**src/rtl/alu_arbiter.sv**
```systemverilog
// Two-port round-robin arbiter around one 32-bit ALU: operands are captured at grant; the result and flags return one cycle later.
// Define ALU_ARB_STATS_EN to add the saturating per-port grant counters stat_gnt_p0/stat_gnt_p1.
module alu_arbiter #(
  parameter bit PRIO_RESET = 1'b0
`ifdef ALU_ARB_STATS_EN
  , parameter int CNT_WIDTH = 16
`endif
) (
  input  logic        clock,
  input  logic        ctrl_reset_n,
  input  logic [1:0]  ctrl_req,
  input  logic [4:0]  ctrl_ALUopcode_p0,
  input  logic [4:0]  ctrl_ALUopcode_p1,
  input  logic [4:0]  ctrl_shiftamt_p0,
  input  logic [4:0]  ctrl_shiftamt_p1,
  input  logic [31:0] data_operandA_p0,
  input  logic [31:0] data_operandA_p1,
  input  logic [31:0] data_operandB_p0,
  input  logic [31:0] data_operandB_p1,
  output logic [1:0]  ctrl_gnt,
  output logic [1:0]  ctrl_rvalid,
  output logic [31:0] data_result,
  output logic        isNotEqual,
  output logic        isLessThan,
  output logic        overflow,
  output logic        ctrl_busy
`ifdef ALU_ARB_STATS_EN
  , output logic [CNT_WIDTH-1:0] stat_gnt_p0,
  output logic [CNT_WIDTH-1:0] stat_gnt_p1
`endif
);

  typedef enum logic {IDLE = 1'b0, EXEC = 1'b1} state_e;

  typedef struct packed {
    logic [4:0]  op;
    logic [4:0]  shamt;
    logic [31:0] a;
    logic [31:0] b;
  } alu_req_t;

  localparam logic [4:0] OP_ADD = 5'd0, OP_SUB = 5'd1, OP_AND = 5'd2,
                         OP_OR  = 5'd3, OP_SLL = 5'd4, OP_SRA = 5'd5;

  alu_req_t [1:0] port_req;
  assign port_req[0] = {ctrl_ALUopcode_p0, ctrl_shiftamt_p0, data_operandA_p0, data_operandB_p0};
  assign port_req[1] = {ctrl_ALUopcode_p1, ctrl_shiftamt_p1, data_operandA_p1, data_operandB_p1};

  state_e      state_q, state_d;
  logic        prio_q, prio_d;
  logic        win_q, win_d;
  alu_req_t    opnd_q, opnd_d;
  logic [1:0]  gnt_q, gnt_d;
  logic [1:0]  rvalid_q, rvalid_d;
  logic [31:0] result_q, result_d;
  logic        ne_q, ne_d, lt_q, lt_d, ovf_q, ovf_d;

  // ALU works purely from the captured operand registers
  logic [31:0] sum, diff, alu_res;
  logic        add_ovf, sub_ovf, alu_ovf;

  always_comb begin
    sum     = opnd_q.a + opnd_q.b;
    diff    = opnd_q.a - opnd_q.b;
    add_ovf = (opnd_q.a[31] == opnd_q.b[31]) && (sum[31] != opnd_q.a[31]);
    sub_ovf = (opnd_q.a[31] != opnd_q.b[31]) && (diff[31] != opnd_q.a[31]);
    alu_res = sum;
    alu_ovf = add_ovf;
    case (opnd_q.op)
      OP_SUB:  begin alu_res = diff;                                alu_ovf = sub_ovf; end
      OP_AND:  begin alu_res = opnd_q.a & opnd_q.b;                 alu_ovf = 1'b0;    end
      OP_OR:   begin alu_res = opnd_q.a | opnd_q.b;                 alu_ovf = 1'b0;    end
      OP_SLL:  begin alu_res = opnd_q.a << opnd_q.shamt;            alu_ovf = 1'b0;    end
      OP_SRA:  begin alu_res = $signed(opnd_q.a) >>> opnd_q.shamt;  alu_ovf = 1'b0;    end
      default: begin alu_res = sum;                                 alu_ovf = add_ovf; end
    endcase
  end

  always_ff @(posedge clock or negedge ctrl_reset_n) begin
    if (!ctrl_reset_n) begin
      state_q  <= IDLE;
      prio_q   <= PRIO_RESET;
      win_q    <= 1'b0;
      opnd_q   <= '0;
      gnt_q    <= '0;
      rvalid_q <= '0;
      result_q <= '0;
      ne_q     <= 1'b0;
      lt_q     <= 1'b0;
      ovf_q    <= 1'b0;
    end else begin
      state_q  <= state_d;
      prio_q   <= prio_d;
      win_q    <= win_d;
      opnd_q   <= opnd_d;
      gnt_q    <= gnt_d;
      rvalid_q <= rvalid_d;
      result_q <= result_d;
      ne_q     <= ne_d;
      lt_q     <= lt_d;
      ovf_q    <= ovf_d;
    end
  end

  // Next state and arbitration: a lone requester wins, a tie goes to prio
  always_comb begin
    state_d = state_q;
    win_d   = win_q;
    case (state_q)
      IDLE: if (|ctrl_req) begin
        state_d = EXEC;
        win_d   = (&ctrl_req) ? prio_q : ctrl_req[1];
      end
      EXEC:    state_d = IDLE;
      default: state_d = IDLE;
    endcase
  end

  always_comb begin
    gnt_d    = '0;
    rvalid_d = '0;
    prio_d   = prio_q;
    opnd_d   = opnd_q;
    result_d = result_q;
    ne_d     = ne_q;
    lt_d     = lt_q;
    ovf_d    = ovf_q;
    case (state_q)
      IDLE: if (|ctrl_req) begin
        gnt_d[win_d] = 1'b1;
        opnd_d       = port_req[win_d];
      end
      EXEC: begin
        rvalid_d[win_q] = 1'b1;
        prio_d          = ~win_q;
        result_d        = alu_res;
        ne_d            = (opnd_q.a != opnd_q.b);
        lt_d            = diff[31] ^ sub_ovf;
        ovf_d           = alu_ovf;
      end
      default: ;
    endcase
  end

  assign ctrl_gnt    = gnt_q;
  assign ctrl_rvalid = rvalid_q;
  assign data_result = result_q;
  assign isNotEqual  = ne_q;
  assign isLessThan  = lt_q;
  assign overflow    = ovf_q;
  assign ctrl_busy   = (state_q == EXEC);

`ifdef ALU_ARB_STATS_EN
  logic [CNT_WIDTH-1:0] stat_p0_q, stat_p0_d, stat_p1_q, stat_p1_d;

  // Counters step on the same edge that raises the grant, saturating at all-ones
  always_comb begin
    stat_p0_d = stat_p0_q;
    stat_p1_d = stat_p1_q;
    if (gnt_d[0] && (stat_p0_q != '1)) stat_p0_d = stat_p0_q + CNT_WIDTH'(1);
    if (gnt_d[1] && (stat_p1_q != '1)) stat_p1_d = stat_p1_q + CNT_WIDTH'(1);
  end

  always_ff @(posedge clock or negedge ctrl_reset_n) begin
    if (!ctrl_reset_n) begin
      stat_p0_q <= '0;
      stat_p1_q <= '0;
    end else begin
      stat_p0_q <= stat_p0_d;
      stat_p1_q <= stat_p1_d;
    end
  end

  assign stat_gnt_p0 = stat_p0_q;
  assign stat_gnt_p1 = stat_p1_q;
`endif

endmodule

```
**config.mk**
```make
export PLATFORM = sky130hd
export DESIGN_NAME = alu_arbiter
export DESIGN_NICKNAME = d
export VERILOG_FILES = /design/src/rtl/alu_arbiter.sv
export SDC_FILE = /design/constraint.sdc
export NUM_CORES = 1
export LEC_CHECK = 0
export BUFFER_PORTS_ARGS = -buffer_cell sky130_fd_sc_hd__buf_2
export CAP_MARGIN = 20
export CELL_PAD_IN_SITES_DETAIL_PLACEMENT = 0
export CELL_PAD_IN_SITES_GLOBAL_PLACEMENT = 2
export CORE_MARGIN = 3
export CORE_UTILIZATION = 38
export CTS_BUF_LIST = sky130_fd_sc_hd__clkbuf_8
export CTS_CLUSTER_DIAMETER = 50
export DETAILED_ROUTE_END_ITERATION = 6
export GPL_TIMING_DRIVEN = 0
export PLACE_DENSITY = 0.95
export SETUP_SLACK_MARGIN = 0.15
export SYNTH_ARGS = -nofsm -noshare
export SYNTH_HDL_FRONTEND = slang
export SYNTH_SLANG_ARGS = --single-unit
```
**constraint.sdc**
```tcl
create_clock -name clock -period 10.5 [get_ports clock]
set_input_delay 2.625 -clock clock [delete_from_list [all_inputs] [get_ports clock]]
set_output_delay 2.625 -clock clock [all_outputs]
set_load 0.005 [all_outputs]
```
==> impl_results.md <==
* Root buf cell: clkbuf_8
* Ys flop type: dfrtp_1
* Commonest non-fill, non-tap cell in the layout: buf_2
* Compound-Gate Fraction of Synth Area at 0.260
* Die Wd at 192 µm
* Final layout net count at approximately 2.1k
* Mux contribution to synthesized area at 0.187
* Synth Area in Adders at 0.0952
* CP max FO at 10
* Via count at 14.5k
* Post-CTS Setup Inserts at 0
* Crit path capture type: flop
* GR Overflow Total at 0
* Total number of yosys warnings at 0
* Worst Setup Start Kind: flop
* TritonCTS Buffers at 17
* H-tree levels at 4
* Setup Skew at about 0.035 ns
* XOR/XNOR Fraction of Synth Area at 0.00601
* Die height at between 150 and 200 µm
* Top cells by area in the synthesized netlist: dfrtp_1, mux2i_1, ha_1
* Achievable Freq at about 190 MHz
* Syn_nets at approximately 1.9k
* Worst reg2reg startpoint: opnd_q[37]
* Hold path startpoint: isLessThan
* Power Density at ~230 nW/µm²
* Number of synthesized flops with an enable pin at 0
* Largest area contributor in the netlist: dfrtp_1
* Gr usage total at 0.354
* Pre-Repair DR Iteration Count at 6
* Hpwl dp at approximately 51000 µm
* Commonest non-fill, non-tap cells in the layout: buf_2, nor2_1, nand2_1
* Min Clock Period, post-route at around 5.3 ns
* Die area at approximately 37000 µm²
* Initial Util at 0.388
* Clk sinks at 116
* Global-route wire length before repair at ~95000 µm
* Vias in the first global route at 13.9k
* Initial drt markers at roughly 1.6k
* DRC errors left at 0
* Synth Register Bits at 116
* Fill cells at ~3.5k
* Final Wtd Congestion at approximately 1.0
* Mapped cell area at 13100 µm²
* Status: finished clean
* Unique cell type count in the Yosys netlist at 72
* CP Class: reg -> reg
* DRT antenna net count at 0
* Hold-fix buffers, CTS at 0
* Area share of the largest cell type after synthesis at 0.221
* Initial antenna violation count at 0
* # resized after CTS at 0
* WL/cell at around 28 µm
* Leak at about 6.5 nW
* Skew-Pair Late Insertion Delay at 0.53 ns
* Main combinational cell family by area after synthesis: compound AO/OA/AOI/OAI gates
* Gate Count Post-Synth at between 1.5k and 2k
* Worst setup path start: opnd_q[37]
* Num ports at around 190
* Post-synthesis simple-gate area fraction at 0.158
* Rel. slew slack at 0.122
* Via density at 6.27
* Setup TNS at 0 ns
* Area Overhead vs Synth at 14.8%
* Clk buf depth at 2
* Crit path DAT at roughly 5.7 ns
* Pin count of the biggest net entering global routing at 62
* CTS tree: done
* Post-layout util at 0.446
* CTS clk-pin slew, worst paths at 0.09 ns
* Total of max-cap violations at 0
* Final hold vios at 0
* Final setup vio count at 0
* Share of post-route cells with drive strength above 1 at 0.168
* Pins Over Slew Limit at 0
* Unrepaired setup endpoints after global routing: no
* Drt total wl at approximately 66000 µm
* Fin crit share at 0.509
* CP Data Required Time at about 11 ns
* Post-Syn Area per Cell at roughly 8 µm²
* Post-synthesis sequential area ratio at 0.221
* Hold Crit Class: reg -> reg
* Row count at 67
* Worst slew pin tran at 1.31 ns
* Async set-or-reset flop fraction in the synthesized netlist at 1.00
* Worst IR Drop VDD at approximately 91 µV
* PortBufs at around 190
* Total core area at 33800 µm²
==> layout make-up <==
| type | count | area [µm²] | share of cell area |
|---|---|---|---|
| antenna | 1 | 2.50 | 0.000166 |
| tap | 448 | 561 | 0.0372 |
| buffer | 133 | 536 | 0.0356 |
| clock buffer | 18 | 248 | 0.0164 |
| inverter | 107 | 402 | 0.0267 |
| timing repair buffer | 193 | 995 | 0.0660 |
| clock inverter | 13 | 125 | 0.00831 |
| sequential | 116 | 2900 | 0.193 |
| multi-input combinational | 1287 | 9290 | 0.617 |
==> logic make-up after synthesis <==
kind of cell / Yosys count
AO/OA/AOI/OAI: 529
AND/OR/NAND/NOR: 468
XOR/XNOR: 9
adder cells (fa/ha/maj): 98
buffers and inverters: 240
multiplexers: 183
flip-flops: 116
==> worst max-delay path: stages, from the launching register on <==
cell	delay, ns
dfrtp_1	0.58
inv_1	0.19
ha_1	0.31
buf_2	0.21
nor2b_1	0.21
a211oi_1	0.08
a211oi_1	0.67
o21ai_1	0.27
a22oi_1	0.52
o2111ai_1	0.35
a31oi_1	0.36
o21bai_1	0.11
fa_1	0.49
a222oi_1	0.33
o211ai_1	0.13
nor3_1	0.28
a311oi_1	0.08
==> sequential cells by signal, indices dropped and copies added (netlist names) <==
| register | flops |
|---|---|
| win_q | 1 |
| ctrl_rvalid | 2 |
| ctrl_busy | 1 |
| isNotEqual | 1 |
| prio_q | 1 |
| overflow | 1 |
| opnd_q | 74 |
| ctrl_gnt | 2 |
| isLessThan | 1 |
| data_result | 32 |
==> routing by layer <==
| layer | part of all wire | vias to the layer above | track usage | wire length, µm |
|---|---|---|---|---|
| met1 | 0.43 | 7131 | 0.489 | 28100 |
| met5 | 0 | - | 0 | 0 |
| met3 | 0.088 | 114 | 0.0597 | 5750 |
| met2 | 0.45 | 827 | 0.549 | 29300 |
| met4 | 0.039 | 0 | 0.142 | 2540 |
| li1 | - | 6440 | - | - |
==> per-stage QoR <==
stage / setup slack (ns) / area (µm²) / hold WS, ns / cells / power, W
floorplan: 6.43 / 13100 / 0.430 / 1643 / 0.00213
global placement: 4.48 / 14600 / 0.482 / 2282 / 0.00300
detailed placement: 4.95 / 14700 / 0.484 / 2283 / 0.00300
CTS: 5.34 / 15100 / 0.501 / 2314 / 0.00345
global route: 5.09 / 15100 / 0.524 / 2315 / 0.00371
finish: 5.16 / 15100 / 0.504 / 2316 / 0.00353
==> Yosys cell counts (all sizes together), types with 6 or more instances <==
library cell / number
clkbuf: 100
inv: 105
ha: 95
a221o: 10
nor4: 15
o22ai: 12
and2: 8
nand3: 20
a21o: 16
o21bai: 22
a211oi: 29
a21oi: 126
nand2b: 9
mux2i: 127
o211ai: 26
and3: 11
o32a: 8
o21a: 6
buf: 33
nor2: 167
nand4: 8
mux4: 49
o221ai: 10
o31ai: 11
a211o: 7
a31oi: 14
nor3: 34
nor2b: 7
nand2: 162
a221oi: 18
mux2: 7
dfrtp: 116
a22oi: 7
a2111oi: 6
o21ai: 163
o2111ai: 11
or3: 6
==> report_power, final <==
group          switching (W)  total, W  leakage (nW)  internal [W]
clock               0.000248  0.000442         0.175      0.000194
combinational        0.00150   0.00232          4.99      0.000814
sequential          0.000197  0.000768          1.38      0.000572
==> path summary, 6_finish.rpt <==
kind                              endpoint  slack, ns  cells after the start
setup / recovery           data_result[31]       5.16                     16
hold / removal                  isLessThan       0.50                      2
setup reg to reg           data_result[31]       5.16                     16
hold reg to reg                 isLessThan       0.50                      2
max in group asynchronous       opnd_q[62]       7.67                      2
min in group asynchronous       opnd_q[10]       2.06                      1
(Power assumes the default switching activity.)
